`config.mk`:
```
export PLATFORM = sky130hd
export DESIGN_NAME = muldiv_ctrl_flat
export DESIGN_NICKNAME = d
export VERILOG_FILES = /design/src/rtl/cpu_pkg.sv /design/src/rtl/muldiv_ctrl_if.sv /design/src/rtl/muldiv_datapath.sv /design/src/rtl/muldiv_ctrl.sv /design/src/flat_wrapper.sv
export SDC_FILE = /design/constraint.sdc
export NUM_CORES = 1
export LEC_CHECK = 0
export CORE_ASPECT_RATIO = 1.25
export CORE_MARGIN = 1.5
export CORE_UTILIZATION = 30
export CTS_BUF_LIST = sky130_fd_sc_hd__clkbuf_16
export DETAILED_ROUTE_END_ITERATION = 12
export PLACE_DENSITY = 0.48
export RECOVER_POWER = 100
export SETUP_SLACK_MARGIN = 0.3
export SLEW_MARGIN = 40
export SYNTH_ARGS = -nofsm -noshare
export SYNTH_HDL_FRONTEND = slang
export SYNTH_HIERARCHICAL = 1
export SYNTH_SLANG_ARGS = --single-unit
```
`constraint.sdc`:
```
create_clock -name clk -period 9.2 [get_ports clk]
set_clock_uncertainty 0.2 [all_clocks]
set_input_delay 1.38 -clock clk [delete_from_list [all_inputs] [get_ports clk]]
set_output_delay 1.38 -clock clk [all_outputs]
set_load 0.02 [all_outputs]
```
`src/rtl/cpu_pkg.sv`:
```
// Shared CPU constants for the M-extension unit: decode fields, funct3 codes
// and the muldiv controller state encoding.
package cpu_pkg;

  localparam int unsigned XLEN_DEF  = 32;
  localparam int unsigned CNT_W_DEF = 6;

  localparam logic [6:0] OPCODE_RTYPE  = 7'b0110011;
  localparam logic [6:0] FUNCT7_MULDIV = 7'b0000001;

  localparam logic [2:0] F3_MUL   = 3'b000;
  localparam logic [2:0] F3_MULHU = 3'b011;
  localparam logic [2:0] F3_DIVU  = 3'b101;
  localparam logic [2:0] F3_REMU  = 3'b111;

  typedef enum logic [1:0] {
    IDLE = 2'd0,
    CALC = 2'd1,
    DONE = 2'd2
  } muldiv_state_t;

  // True for the funct3 codes this unit implements.
  function automatic logic is_supported_f3(input logic [2:0] f3);
    return (f3 == F3_MUL) || (f3 == F3_MULHU) || (f3 == F3_DIVU) || (f3 == F3_REMU);
  endfunction

  // True for the divide-family funct3 codes.
  function automatic logic is_div_f3(input logic [2:0] f3);
    return (f3 == F3_DIVU) || (f3 == F3_REMU);
  endfunction

endpackage

```
`src/rtl/muldiv_ctrl_if.sv`:
```
// EX-stage <-> muldiv unit bus.
//   master: pipeline side, drives valid_in/I_in/rs1_data/rs2_data,
//           receives stall/busy/ready_out/result.
//   slave : muldiv unit side.
interface muldiv_ctrl_if #(
  parameter int unsigned XLEN = 32
);
  logic            valid_in;
  logic [31:0]     I_in;
  logic [XLEN-1:0] rs1_data;
  logic [XLEN-1:0] rs2_data;
  logic            stall;
  logic            busy;
  logic            ready_out;
  logic [XLEN-1:0] result;

  modport master (
    output valid_in, I_in, rs1_data, rs2_data,
    input  stall, busy, ready_out, result
  );

  modport slave (
    input  valid_in, I_in, rs1_data, rs2_data,
    output stall, busy, ready_out, result
  );
endinterface

```
`src/rtl/muldiv_datapath.sv`:
```
// Shift-add multiplier / restoring divider datapath, one bit per i_step.
//   i_load   : latch op and operands, clear accumulator/remainder/quotient
//   i_div0   : with i_load, preset divide-by-zero results
//   i_step   : perform one iteration of the latched op
//   i_op     : funct3 of the instruction being loaded
//   i_rs1/2  : operand A / operand B
//   o_result_c : result selected from the latched op (valid once iteration ends)
module muldiv_datapath
  import cpu_pkg::*;
#(
  parameter int unsigned XLEN = XLEN_DEF
) (
  input  logic            clk,
  input  logic            rst_n,
  input  logic            i_load,
  input  logic            i_div0,
  input  logic            i_step,
  input  logic [2:0]      i_op,
  input  logic [XLEN-1:0] i_rs1,
  input  logic [XLEN-1:0] i_rs2,
  output logic [XLEN-1:0] o_result_c
);

  logic [2:0]        r_op;
  logic [2*XLEN-1:0] r_acc;   // multiply product accumulator
  logic [XLEN-1:0]   r_opa;   // multiplicand / dividend (shifts left when dividing)
  logic [XLEN-1:0]   r_opb;   // multiplier (shifts right) / divisor
  logic [XLEN-1:0]   r_rem;
  logic [XLEN-1:0]   r_quo;

  logic [XLEN:0]     w_sum;
  logic [XLEN:0]     w_rem_sh;
  logic [XLEN:0]     w_diff;
  logic              w_ge;

  // Multiply step: add multiplicand into upper half when multiplier LSB set.
  assign w_sum = {1'b0, r_acc[2*XLEN-1:XLEN]} + {1'b0, (r_opb[0] ? r_opa : '0)};

  // Divide step: remainder < divisor holds between steps, so the difference
  // always fits in XLEN bits when w_ge is true.
  assign w_rem_sh = {r_rem, r_opa[XLEN-1]};
  assign w_ge     = (w_rem_sh >= {1'b0, r_opb});
  assign w_diff   = w_rem_sh - {1'b0, r_opb};

  always_ff @(posedge clk) begin
    if (!rst_n) begin
      r_op  <= '0;
      r_acc <= '0;
      r_opa <= '0;
      r_opb <= '0;
      r_rem <= '0;
      r_quo <= '0;
    end else if (i_load) begin
      r_op  <= i_op;
      r_acc <= '0;
      r_opa <= i_rs1;
      r_opb <= i_rs2;
      r_rem <= i_div0 ? i_rs1 : '0;
      r_quo <= i_div0 ? '1    : '0;
    end else if (i_step) begin
      if (is_div_f3(r_op)) begin
        r_opa <= {r_opa[XLEN-2:0], 1'b0};
        r_rem <= w_ge ? w_diff[XLEN-1:0] : w_rem_sh[XLEN-1:0];
        r_quo <= {r_quo[XLEN-2:0], w_ge};
      end else begin
        r_acc <= {w_sum, r_acc[XLEN-1:1]};
        r_opb <= {1'b0, r_opb[XLEN-1:1]};
      end
    end
  end

  // Unsupported funct3 codes fall through to zero.
  always_comb begin
    o_result_c = '0;
    case (r_op)
      F3_MUL:   o_result_c = r_acc[XLEN-1:0];
      F3_MULHU: o_result_c = r_acc[2*XLEN-1:XLEN];
      F3_DIVU:  o_result_c = r_quo;
      F3_REMU:  o_result_c = r_rem;
      default:  o_result_c = '0;
    endcase
  end

endmodule

```
`src/rtl/muldiv_ctrl.sv`:
```
// Iterative MUL/MULHU/DIVU/REMU unit beside the EX-stage ALU.
//   clk, rst_n : clock, synchronous active-low reset
//   bus.valid_in/I_in/rs1_data/rs2_data : instruction and operands in EX
//   bus.stall     : freeze PC and IF/ID/EX (combinational on the accept cycle)
//   bus.busy      : controller not idle
//   bus.ready_out : result valid this cycle (DONE)
//   bus.result    : result in DONE, zero otherwise
module muldiv_ctrl
  import cpu_pkg::*;
#(
  parameter int unsigned XLEN  = XLEN_DEF,
  parameter int unsigned CNT_W = CNT_W_DEF
) (
  input logic         clk,
  input logic         rst_n,
  muldiv_ctrl_if.slave bus
);

  muldiv_state_t    r_state;
  muldiv_state_t    w_state_nxt;
  logic [CNT_W-1:0] r_cnt;

  logic             w_is_m;
  logic [2:0]       w_f3;
  logic             w_start;
  logic             w_direct_done;
  logic             w_div0;
  logic             w_load;
  logic             w_step;
  logic [XLEN-1:0]  w_result;
  logic             w_unused_fields;

  assign w_f3   = bus.I_in[14:12];
  assign w_is_m = (bus.I_in[6:0] == OPCODE_RTYPE) && (bus.I_in[31:25] == FUNCT7_MULDIV);
  // Register specifiers are decoded elsewhere; only opcode/funct fields matter here.
  assign w_unused_fields = ^{bus.I_in[24:15], bus.I_in[11:7]};

  // Gated by rst_n so nothing is accepted (or stalled) while held in reset.
  assign w_start       = rst_n && bus.valid_in && (r_state == IDLE) && w_is_m;
  assign w_div0        = is_div_f3(w_f3) && (bus.rs2_data == '0);
  assign w_direct_done = !is_supported_f3(w_f3) || w_div0;

  // State register.
  always_ff @(posedge clk) begin
    if (!rst_n) r_state <= IDLE;
    else        r_state <= w_state_nxt;
  end

  // Next-state and datapath controls.
  always_comb begin
    w_state_nxt = r_state;
    w_load      = 1'b0;
    w_step      = 1'b0;
    case (r_state)
      IDLE: begin
        if (w_start) begin
          w_load      = 1'b1;
          w_state_nxt = w_direct_done ? DONE : CALC;
        end
      end
      CALC: begin
        w_step = 1'b1;
        if (r_cnt == '0) w_state_nxt = DONE;
      end
      DONE:    w_state_nxt = IDLE;
      default: w_state_nxt = IDLE;
    endcase
  end

  // Iteration counter: XLEN-1 down to 0, one step per CALC cycle.
  always_ff @(posedge clk) begin
    if (!rst_n) begin
      r_cnt <= '0;
    end else if (w_load) begin
      r_cnt <= CNT_W'(XLEN - 1);
    end else if (w_step && (r_cnt != '0)) begin
      r_cnt <= r_cnt - CNT_W'(1);
    end
  end

  muldiv_datapath #(.XLEN(XLEN)) u_dp (
    .clk        (clk),
    .rst_n      (rst_n),
    .i_load     (w_load),
    .i_div0     (w_div0),
    .i_step     (w_step),
    .i_op       (w_f3),
    .i_rs1      (bus.rs1_data),
    .i_rs2      (bus.rs2_data),
    .o_result_c (w_result)
  );

  assign bus.stall     = w_start || (r_state == CALC);
  assign bus.busy      = (r_state != IDLE);
  assign bus.ready_out = (r_state == DONE);
  assign bus.result    = (r_state == DONE) ? w_result : '0;

endmodule

```
`src/flat_wrapper.sv`:
```
// flat-port wrapper written by rule: the top's interface ports become plain ports
module muldiv_ctrl_flat import cpu_pkg::*;
#(
  parameter int unsigned XLEN  = XLEN_DEF,
  parameter int unsigned CNT_W = CNT_W_DEF
)
  (clk, rst_n, bus_valid_in, bus_I_in, bus_rs1_data, bus_rs2_data, bus_stall, bus_busy, bus_ready_out, bus_result);
  muldiv_ctrl_if #(.XLEN(XLEN)) bus_i ();
  input logic clk;
  input logic rst_n;
  input wire logic [$bits(bus_i.valid_in)-1:0] bus_valid_in;
  input wire logic [$bits(bus_i.I_in)-1:0] bus_I_in;
  input wire logic [$bits(bus_i.rs1_data)-1:0] bus_rs1_data;
  input wire logic [$bits(bus_i.rs2_data)-1:0] bus_rs2_data;
  output wire logic [$bits(bus_i.stall)-1:0] bus_stall;
  output wire logic [$bits(bus_i.busy)-1:0] bus_busy;
  output wire logic [$bits(bus_i.ready_out)-1:0] bus_ready_out;
  output wire logic [$bits(bus_i.result)-1:0] bus_result;
  assign bus_i.valid_in = bus_valid_in;
  assign bus_i.I_in = bus_I_in;
  assign bus_i.rs1_data = bus_rs1_data;
  assign bus_i.rs2_data = bus_rs2_data;
  assign bus_stall = bus_i.stall;
  assign bus_busy = bus_i.busy;
  assign bus_ready_out = bus_i.ready_out;
  assign bus_result = bus_i.result;
  muldiv_ctrl #(.XLEN(XLEN), .CNT_W(CNT_W)) u_core (.clk(clk), .rst_n(rst_n), .bus(bus_i));
endmodule
```
== Word level (Yosys, flattened, before mapping) ==
Cells that the tools add are included.
Cells by class
  div/mod/pow operators: 0
  reductions and logical operators: 29
  multiply operators: 0
  equal/unequal tests: 13
  magnitude comparators: 1
  bitwise gates (word level): 2
  muxes and demuxes: 27
  add/sub/neg operators: 3
  shift operators: 0
Operators by type and width (number)
  $mux W32: 17
  $pmux W32 S4: 1
  $add A32 B32 Y33: 1
  $ge A33 B32 Y1: 1
  $logic_not A32 Y1: 1
  $sub A32 B32 Y32: 1
  $eq A3 B3 Y1 const B: 4
  $mux W5: 2
  $reduce_and A2 Y1: 4
  $reduce_bool A2 Y1: 4
  $eq A7 B1 Y1 const B: 1
  $eq A7 B6 Y1 const B: 1
  $logic_or A1 B1 Y1: 7
  $eq A3 B2 Y1 const B: 2
  $logic_and A1 B1 Y1: 6
  $logic_not A3 Y1: 2
  $logic_not A6 Y1: 1
  $mux W2: 3
  $reduce_bool A6 Y1: 1
  $sub A6 B1 Y6 const B: 1
  $ne A2 B1 Y1 const B: 2
  $pmux W2 S2: 1
  $mux W1: 3
  $eq A2 B1 Y1 const B: 1
  6 further kinds: 7
Word-level totals
  memories kept: 0
  latch bits: 0
  ROM bits: 0
  logic and storage cells: 84
  RAM bits: 0
  register bits: 203
  bits of input ports: 99

== Longest topological paths before layout ==
Gate-level depths: netlist (run 1).
  depth in word-level cells: 9
  gate-level depth with buffers: 14
  mapped depth without buffers: 13

== Modules after synthesis ==
Netlist (run 1), hierarchy kept.
Modules (own cells, without submodules)
  muldiv_datapath: area an instance 12643.4 sq um, times used 1, cells each 1756
  muldiv_ctrl: area an instance 777.0 sq um, times used 1, cells each 104

== Worst setup path after synthesis (run 1) ==
No wires, ideal clock.
  kind: input port to output port
  start: input bus_I_in[28]
  end: output bus_stall
  stages: 4
  setup slack: 5.093 ns
  data required time: 7.620 ns
  arrival: 2.527 ns
  path buffers: 0
  path through: nor4b_2 nand4_1 nor4_4 or2_1
On the way
  word-level cells in the longest chain between the ends: 4
Ends and longest elaborated chain
  start: declaration: line flat_wrapper.sv:12  | input wire logic [$bits(bus_i.I_in)-1:0] bus_I_in;
  $eq A7 B1 Y1: line muldiv_ctrl.sv:34  | assign w_is_m = (bus.I_in[6:0] == OPCODE_RTYPE) && (bus.I_in[31:25] == FUNCT7_MULDIV);
  $logic_and A1 B1 Y1: line muldiv_ctrl.sv:34
  $logic_and A1 B1 Y1: line muldiv_ctrl.sv:39  | assign w_start = rst_n && bus.valid_in && (r_state == IDLE) && w_is_m;
  $logic_or A1 B1 Y1: line muldiv_ctrl.sv:93  | assign bus.stall = w_start || (r_state == CALC);
  end: declaration: line flat_wrapper.sv:15  | output wire logic [$bits(bus_i.stall)-1:0] bus_stall;
Every way passes these cells.

== Worst setup path after layout (run 1) ==
  start: input rst_n
  end: register u_core.u_dp.r_quo[18]
On the way
  word-level cells in the longest chain between the ends: 7
  elaborated cells on any way between the ends: 9
  those cells by class: 3 x mux; 6 x reduce/logical
Ends and longest elaborated chain
  start: declaration: line flat_wrapper.sv:10  | input logic rst_n;
  $logic_and A1 B1 Y1 (3 in a row): line muldiv_ctrl.sv:39
  $mux W1: line muldiv_ctrl.sv:56  | if (w_start) begin
  $mux W1: line muldiv_ctrl.sv:54  | case (r_state)
  $reduce_bool A2 Y1 (no source line)
  $reduce_and A2 Y1 (no source line)
  end signal: assignment: line muldiv_datapath.sv:59  | r_quo <= i_div0 ? '1 : '0;
  end signal: assignment: line muldiv_datapath.sv:64  | r_quo <= {r_quo[XLEN-2:0], w_ge};
  end: declaration: line muldiv_datapath.sv:29  | logic [XLEN-1:0] r_quo;
Parallel ways exist; a longest one is shown, timed or not.
A chain may end at the register's enable or synchronous reset.

==> summary.txt, run 1 <==
Relative slew slack: -78.96%
1st-iter DRT viols: 1,054
Pwr/cell area: 117.2 mW/mm²
Clock-pin transition on the worst setup and hold timing paths: 0.06 ns
Measured slew at the worst slew-check pin: 2.684 ns
Final min period: 6.736 ns
ANT cells: 0
Min setup slack post-route: 2.464 ns
HPWL Detailed: 32.18 mm
Cell Rows: 86
CTS H-Tree Depth: 1
CP required: 9.45 ns
Syn_nets: 2,027
Asr flop ratio synth: 0%
Initial antenna violation count: 0
Hold Crit Class: reg -> reg
Die W: 192.2 µm
Die Area: 0.04602 mm²
Clock Latency Late Sink: 0.54 ns
Post-CTS sizing: 0
Critical path buffer and inverter count: 3
Status: finished, violations left
Total gr overflow: 0
Arr. time, crit path: 6.98 ns
Number of synthesized register bits: 203
All-layer global routing usage: 18.81%
Crit path cell chain: clkbuf_1 -> clkbuf_1 -> o21ai_0 -> clkbuf_1 -> a31oi_1
CP max-delay cell: clkbuf_1
Gpl congestion: 0.8683
First-pass GRT wire length: 68.94 mm
Via count: 13,080
Post-CTS Hold Fix Bufs: 0
Crit. End Element: flop
Cell Area, Synth: 0.01342 mm²
Via density: 5.256
Fin Setup TNS: 0 ns
Starting Density: 30.42%
MaxCap Viol Count: 4
Top cells by area, synth: dfxtp_1 (30%), nand2_1 (13%), a21oi_1 (9.2%), ha_1 (6.2%), nor2b_1 (3.6%)
CTS Buffer Depth: 3
Layout cells sized above 1: 3.706%
Port bufs: 118
Cell taking the most area after synthesis: dfxtp_1
Number of synthesized flops with an enable pin: 0
Prevailing post-synth register cell: dfxtp_1
Ys Warns: 6
Post-Syn Area per Cell: 7.215 µm²
Endpoints failing hold: 0
Crit path max fanout: 70
Post-synth cell types: 72
Root Driver: clkbuf_16
Num CTS Buffers: 24
Startpoint types: input pin
Core Footprint: 0.04412 mm²
Crit-path most repeated cell: clkbuf_1
Final ANT Viol Nets: 0
Area delta synth->final: 17.40%
Top cell family by delay on the critical path: buffers and inverters
Sequential area share after synthesis: 30.28%
Delay of the slowest critical-path stage: 2.00 ns
Synth top cells by count: nand2_1 (454), a21oi_1 (247), dfxtp_1 (203)
Post-CTS Setup Bufs: 0
WS Path Type: in -> reg
Max-slew violation count: 162
Worst vdd ir: 0.1179 mV
Remaining DRCs: 0
Final nets: 2,070
Place WS: 3.535 ns
Unrepaired setup endpoints after global routing: false
Cells after Synth: 1,860
Synth top area share: 30.28%
Wire length per cell: 17.73 µm
Total iterations of the first detailed-routing run: 6
Vias in the first global route: 12,520
Final setup fails: 0
TritonCTS clock tree: built
Final worst path period share: 73.22%
Die Span Y: 239.5 µm
Pleak: 5.902 nW
Largest net degree at the start of global routing: 209
Most common cell in the netlist: nand2_1
IO Pins: 134
Violated checks: capacitance limit, slew limit
F_max: 0.1484 GHz
Total Routed Length: 44.12 mm
CTS Sinks: 203
==> cells in the final DEF (no fill, tap or decap), types with 8 or more instances in the layout <==
cell	Yosys	routed
clkbuf_1	100	8
and3_1	14	13
xnor2_1	26	26
dlygate4sd3_1	0	26
nand3_1	32	31
nor2b_1	77	76
dfxtp_1	203	203
a21oi_1	247	247
o21a_1	18	18
clkdlybuf4s50_1	0	91
and2_0	0	11
o21bai_1	11	11
nor2_1	50	46
a31oi_1	64	64
buf_4	0	10
mux2i_1	13	13
o21ai_0	40	40
nor4_1	13	14
a21o_1	29	29
ha_1	66	66
nor3_1	19	18
nand4_1	19	19
o311ai_0	32	32
xor2_1	21	21
and2_1	70	58
a22oi_1	64	64
clkbuf_16	0	25
inv_1	52	58
nand2_1	454	453
==> power by group <==
group          internal [mW]  switching [mW]
logic                 0.0380          0.0340
registers              0.879       0.0000136
clock network          0.511           0.385
==> area by class of cell <==
type                    count  area, µm²
well taps                 572      715.7
flip-flops and latches    203       4064
clock buffers              25      625.6
fillers                  4766      28360
inverters                  53      198.9
repair buffers            141       1394
multi-input cells        1480       8673
clock inverters            14      83.83
==> sequential cells by signal, indices dropped and copies added, names as in the netlist <==
| name | flops |
|---|---|
| u_core/u_dp/r_acc | 64 |
| u_core/u_dp/r_quo | 32 |
| u_core/u_dp/r_op | 3 |
| u_core/u_dp/r_rem | 32 |
| u_core/r_state | 2 |
| u_core/r_cnt | 6 |
| u_core/u_dp/r_opb | 32 |
| u_core/u_dp/r_opa | 32 |
==> worst paths after layout <==
kind	from	to	slack (ns)	cells past startpoint
min reg2reg	u_core/u_dp/r_acc[23]$_SDFFE_PP0P_	u_core/u_dp/r_acc[22]$_SDFFE_PP0P_	0.27	2
min	u_core/u_dp/r_acc[23]$_SDFFE_PP0P_	u_core/u_dp/r_acc[22]$_SDFFE_PP0P_	0.27	2
max reg2reg	u_core/r_state[1]$_SDFFE_PN0P_	u_core/u_dp/r_quo[18]$_SDFFE_PN0P_	4.32	8
max	rst_n	u_core/u_dp/r_quo[18]$_SDFFE_PN0P_	2.46	5
==> worst min-delay path, stage by stage (launching register included) <==
cell     delay [ns]
dfxtp_1        0.32
nand2_1        0.05
a21oi_1        0.05
==> routing by layer <==
metal	up-vias	global-route usage (%)	routed length, µm
li1	6650	-	-
met1	6105	24.62	20120
met2	270	32.65	21440
met3	52	1.788	1652
met4	0	5.121	901
met5	-	0	0
==> kinds of logic (layout without fill, tap and decap cells) <==
kind of cell	after synthesis	after routing	synth area share, %
simple gates	783	783	27.10
buf+inv	177	233	5.277
compound gates	569	569	26.85
xor+xnor	47	47	3.067
fa+ha+maj	68	68	6.452
flops	203	203	30.28
mux	13	13	0.9696
==> stage by stage <==
step	cells	total power [mW]	utilization (%)	area [µm²]	hold WS [ns]
final	2488	1.847	35.71	15760	0.2667
after global routing	2488	1.908	35.71	15760	0.2907
after CTS	2485	1.876	35.71	15750	0.2669
after detailed placement	2446	0.9722	34.10	15040	0.2590
after global placement	2445	0.9729	34.02	15010	0.2493
after floorplan	1860	0.9162	-	13420	0.2368
(Power assumes the default switching activity.)
==> run 2, diff against run 1 <==
==> constraint.sdc (replaced) <==
create_clock -name clk -period 6.8 [get_ports clk]
set_clock_uncertainty 0.2 [all_clocks]
set_input_delay 1.02 -clock clk [delete_from_list [all_inputs] [get_ports clk]]
set_output_delay 1.02 -clock clk [all_outputs]
set_load 0.02 [all_outputs]
==> run 2 against run 1 <==
The run still ends with capacitance limit, slew limit left; design area grew 0.67%; first-iteration DRC count shrank 12%; sequential share of layout area shrank 0.17 points; setup slack lost 0.75 ns; global-route usage grew 0.22 points; critical path type unchanged; critical endpoint is now u_core/u_dp/r_rem[29]$_SDFFE_PN0P_; largest power group unchanged; highest routed layer unchanged.
==> summary.txt, run 2 (synthesis gave the netlist of run 1 again) <==
Status: finished, violations left
Violated checks: capacitance limit, slew limit
CP required: 7.06 ns
Area delta synth->final: 18.18%
Endpoints failing hold: 0
Register area: 0.004064 mm²
Max-slew violation count: 127
Multi-input logic area: 0.008678 mm²
Via density: 5.283
Via count: 13,160
CTS Sinks: 203
Starting Density: 30.42%
TritonCTS clock tree: built
CP max-delay cell: clkbuf_1
Final ANT Viol Nets: 0
Final nets: 2,069
Reg with most FFs: u_core/u_dp/r_acc
Hold worst-path end: u_core/u_dp/r_acc[3]$_SDFFE_PP0P_
Initial antenna violation count: 0
Measured slew at the worst slew-check pin: 3.116 ns
Wire length per cell: 17.82 µm
Crit path cell chain: clkdlybuf4s50_1 -> nor4b_1 -> nand4_1 -> nor4_1 -> clkbuf_1 -> buf_4 -> o311ai_0 -> a31o_2 -> a31oi_1
Arr. time, crit path: 5.35 ns
Worst Setup SP: bus_I_in[28]
Most common library cell in the layout ignoring fill and taps: nand2_1
Num CTS Buffers: 25
Filler cells: 4,751
Total Routed Length: 44.40 mm
Remaining DRCs: 0
Final setup fails: 0
Core Footprint: 0.04412 mm²
Hold Path Depth: 2
Worst vdd ir: 0.1568 mV
Fin area: 0.01586 mm²
Die Area: 0.04602 mm²
Final min period: 5.087 ns
Fin Setup TNS: 0 ns
Pleak: 5.945 nW
CTS H-Tree Depth: 1
Port bufs: 118
HPWL Detailed: 32.39 mm
IO Pins: 134
R2R Setup Slk: 2.43 ns
MaxCap Viol Count: 2
Hold Crit Class: reg -> reg
Worst reg-to-reg path cell count: 7
Delay of the slowest critical-path stage: 1.49 ns
Clock-pin transition on the worst setup and hold timing paths: 0.06 ns
Total gr overflow: 0
Final worst path period share: 74.81%
Max reg flops: 64
CTS Buffer Depth: 3
Reg-to-reg endpoint: u_core/u_dp/r_rem[29]$_SDFFE_PN0P_
1st-iter DRT viols: 928
F_max: 0.1966 GHz
Vias in the first global route: 12,800
Post-CTS sizing: 0
First-pass GRT wire length: 69.79 mm
Cell Rows: 86
Unrepaired setup endpoints after global routing: false
Die Span Y: 239.5 µm
WS Path Type: in -> reg
Die W: 192.2 µm
Reg2reg start: u_core/r_state[1]$_SDFFE_PN0P_
Total iterations of the first detailed-routing run: 5
Layout cells sized above 1: 4.065%
Most frequent cells in the layout: nand2_1 (452), a21oi_1 (247), dfxtp_1 (203)
Gpl congestion: 0.8757
Relative slew slack: -107.7%
Crit. End Element: flop
Startpoint types: input pin
Clock Latency Late Sink: 0.54 ns
ANT cells: 0
All-layer global routing usage: 19.02%
Post-CTS Hold Fix Bufs: 0
Tot Pwr: 2.681 mW
Post-CTS Setup Bufs: 0
Post-Place Cell Area: 0.01505 mm²
Largest net degree at the start of global routing: 91
Crit path max fanout: 83
Pwr/cell area: 169.0 mW/mm²
Worst Hold Launch: u_core/u_dp/r_acc[4]$_SDFFE_PP0P_
Root Driver: clkbuf_16
==> run 2: routing by layer <==
layer / vias up / GRT usage (%) / part of all wire [%]
met5: - / 0 / 0
met1: 6197 / 24.86 / 46
met3: 57 / 1.744 / 3.9
li1: 6643 / - / -
met2: 262 / 32.97 / 48
met4: 0 / 5.497 / 2.6
==> run 2: how the worst max path moves through the flow <==
stage | endpoint | slack [ns] | cells after the start
floorplan | u_core/u_dp/r_acc[10]$_SDFFE_PP0P_ | 3.30 | 9
global placement | u_core/u_dp/r_rem[13]$_SDFFE_PN0P_ | 2.10 | 8
detailed placement | u_core/u_dp/r_rem[29]$_SDFFE_PN0P_ | 2.11 | 9
CTS | bus_stall | 2.58 | 6
global route | u_core/u_dp/r_rem[1]$_SDFFE_PN0P_ | 1.33 | 8
finish | u_core/u_dp/r_rem[29]$_SDFFE_PN0P_ | 1.71 | 9
==> run 2: power by group <==
group | internal (mW) | total (mW) | leakage (nW) | switching (mW)
clock | 0.851 | 1.39 | 0.423 | 0.542
combinational | 0.0517 | 0.0984 | 3.89 | 0.0467
sequential | 1.19 | 1.19 | 1.63 | 0.0000185
==> run 2: through the flow <==
stage               instances  hold WS [ns]  utilization [%]  worst slack (ns)
floorplan                1860        0.2368                -             3.303
global placement         2445        0.2471            34.02             2.098
detailed placement       2446        0.2643            34.11             2.110
CTS                      2490        0.2726            36.01             2.578
global route             2491        0.2921            35.95             1.332
finish                   2491        0.2690            35.95             1.713
==> run 2: area by class of cell <==
type	count	area share (%)
Clock buffer	25	3.944
Timing Repair Buffer	139	8.623
Tap cell	572	4.512
Inverter	53	1.254
Sequential cell	203	25.62
Clock inverter	19	1.325
Multi-Input combinational cell	1480	54.72
==> run 2: critical path: cells and delay by family <==
family / cells / cell delay (ns)
compound gates: 3 / 0.66
buf+inv: 3 / 2.71
simple gates: 3 / 0.88
==> RTL change: new RTL, flow settings as in run 1 <==
The package constant `CNT_W_DEF` goes from 6 to 8.
--- a/src/rtl/cpu_pkg.sv
+++ b/src/rtl/cpu_pkg.sv
@@ -5,3 +5,3 @@
   localparam int unsigned XLEN_DEF  = 32;
-  localparam int unsigned CNT_W_DEF = 6;
+  localparam int unsigned CNT_W_DEF = 8;
 
Formal check against the unedited RTL: no difference found for any inputs over 4 cycles, from zero or initial values and one cycle with rst_n low; that may be too few to reach the edited logic, so the function may still have changed.
==> RTL change against run 1 <==
Total power grew 5.1%; worst setup slack gained 760 ps; the flow still finishes with violations (max-capacitance violations, max-slew violations); sequential cell count grew 2; largest power group unchanged; final area grew 0.99%; critical endpoint is now u_core/u_dp/r_opb[31]$_SDFFE_PN0P_; critical path type unchanged; final cell count grew 0.64%; sequential share of layout area is essentially flat; wire length grew 0.44%; critical path depth grew 4; area after synthesis grew 0.90%; fmax grew 13%.
==> RTL change: results (changes against run 1) <==
* Worst hold path endpoint: u_core/u_dp/r_acc[0]$_SDFFE_PP0P_
* Static leakage power at 6.02 nW (+2.0%)
* Max Cap Violations at 6 (+2)
* Hold path startpoint: u_core/u_dp/r_acc[0]$_SDFFE_PP0P_
* Run status: complete, but fails checks
* Internal power consumption at 1.50 mW (+5.0%)
* Clock group share of total power at 0.505 (+0.020)
* Failing checks: max-capacitance violations, max-slew violations
* Count of routing violations after the opening detailed-route iteration at 941 (-11%)
* Data arrival time of the worst path at 6260 ps (-720 ps)
* Filler cell count in the final layout at 4812 (+0.97%)
* Via count of the first global-routing pass at 12693 (+1.4%)
* HPWL reported at the end of detailed placement at 32500 um (+1.1%)
* Reg-to-reg setup timing slack at 4240 ps (-80 ps)
* Number of nets produced by synthesis at 2043 (+0.79%)
* Post-detailed-route wirelength per cell at 17.7 um (-0.20%)
* Gate Count Post-Synth at 1875 (+0.81%)
* Layout cells sized above 1 at 0.0399 (+0.00280)
* First-pass DRT Iterations at 5 (-1)
* RR Startpoint: u_core/r_state[0]$_SDFFE_PN0P_
* Power share of the sequential group at 0.457 (-0.019)
* Crit path max fanout at 132 (+89%)
* Number of placed instances with taps included at 2459 (+0.53%)
* Total count of max-transition violations in the final report at 231 (+43%)
* Highest cell delay on the worst timing path at 2190 ps (+190 ps)
* Number of distinct standard cells referenced by the synthesized netlist at 74 (+2.8%)
* Worst-case setup slack after placement at 3930 ps (+396 ps)
* Sequential share of the synthesized area at 0.303 (about the same)
* First-pass GRT wire length at 69900 um (+1.3%)
==> RTL change: routing by layer <==
layer	wire, um	share of wire	track usage	vias to the layer above
met5	0	0	0	-
met3	1340	0.030	0.0145	54
met4	1110	0.025	0.0566	0
met1	20600	0.47	0.247	6203
li1	-	-	-	6690
met2	21200	0.48	0.329	248
==> RTL change: area by class of cell <==
type | count | area share
Tap cell | 572 | 0.0450
Inverter | 54 | 0.0135
Clock inverter | 18 | 0.0101
Multi-Input combinational cell | 1491 | 0.549
Timing Repair Buffer | 139 | 0.0852
Sequential cell | 205 | 0.258
Clock buffer | 25 | 0.0393
==> RTL change: worst register-to-register path, stage by stage (launching register included) <==
cell and delay (ps):
sky130_fd_sc_hd__dfxtp_1 350, sky130_fd_sc_hd__nor4b_2 280, sky130_fd_sc_hd__nand3_1 90, sky130_fd_sc_hd__or4_1 740
sky130_fd_sc_hd__clkinv_8 420, sky130_fd_sc_hd__clkbuf_1 2250, sky130_fd_sc_hd__nand2_1 220, sky130_fd_sc_hd__o31ai_1 170
sky130_fd_sc_hd__and2_0 170
==> RTL change: cells by family (layout without fill, tap and decap cells) <==
group                    Yosys count  in the layout  share of synthesized area
AO/OA/AOI/OAI                    571            571                      0.266
multiplexers                      13             13                    0.00961
flip-flops                       205            205                      0.303
XOR/XNOR                          48             48                     0.0310
buffers and inverters            179            236                     0.0543
AND/OR/NAND/NOR                  790            790                      0.271
adder cells (fa/ha/maj)           69             69                     0.0649
==> RTL change: metrics by stage <==
step                total power, mW  instance area, um^2   util  hold slack (ps)
finish                         1.94                15900  0.359              258
global route                   2.00                15900  0.359              288
CTS                            1.97                15900  0.359              259
detailed placement            0.982                15100  0.342              250
global placement              0.983                15100  0.340              248
floorplan                     0.925                13500      -              237
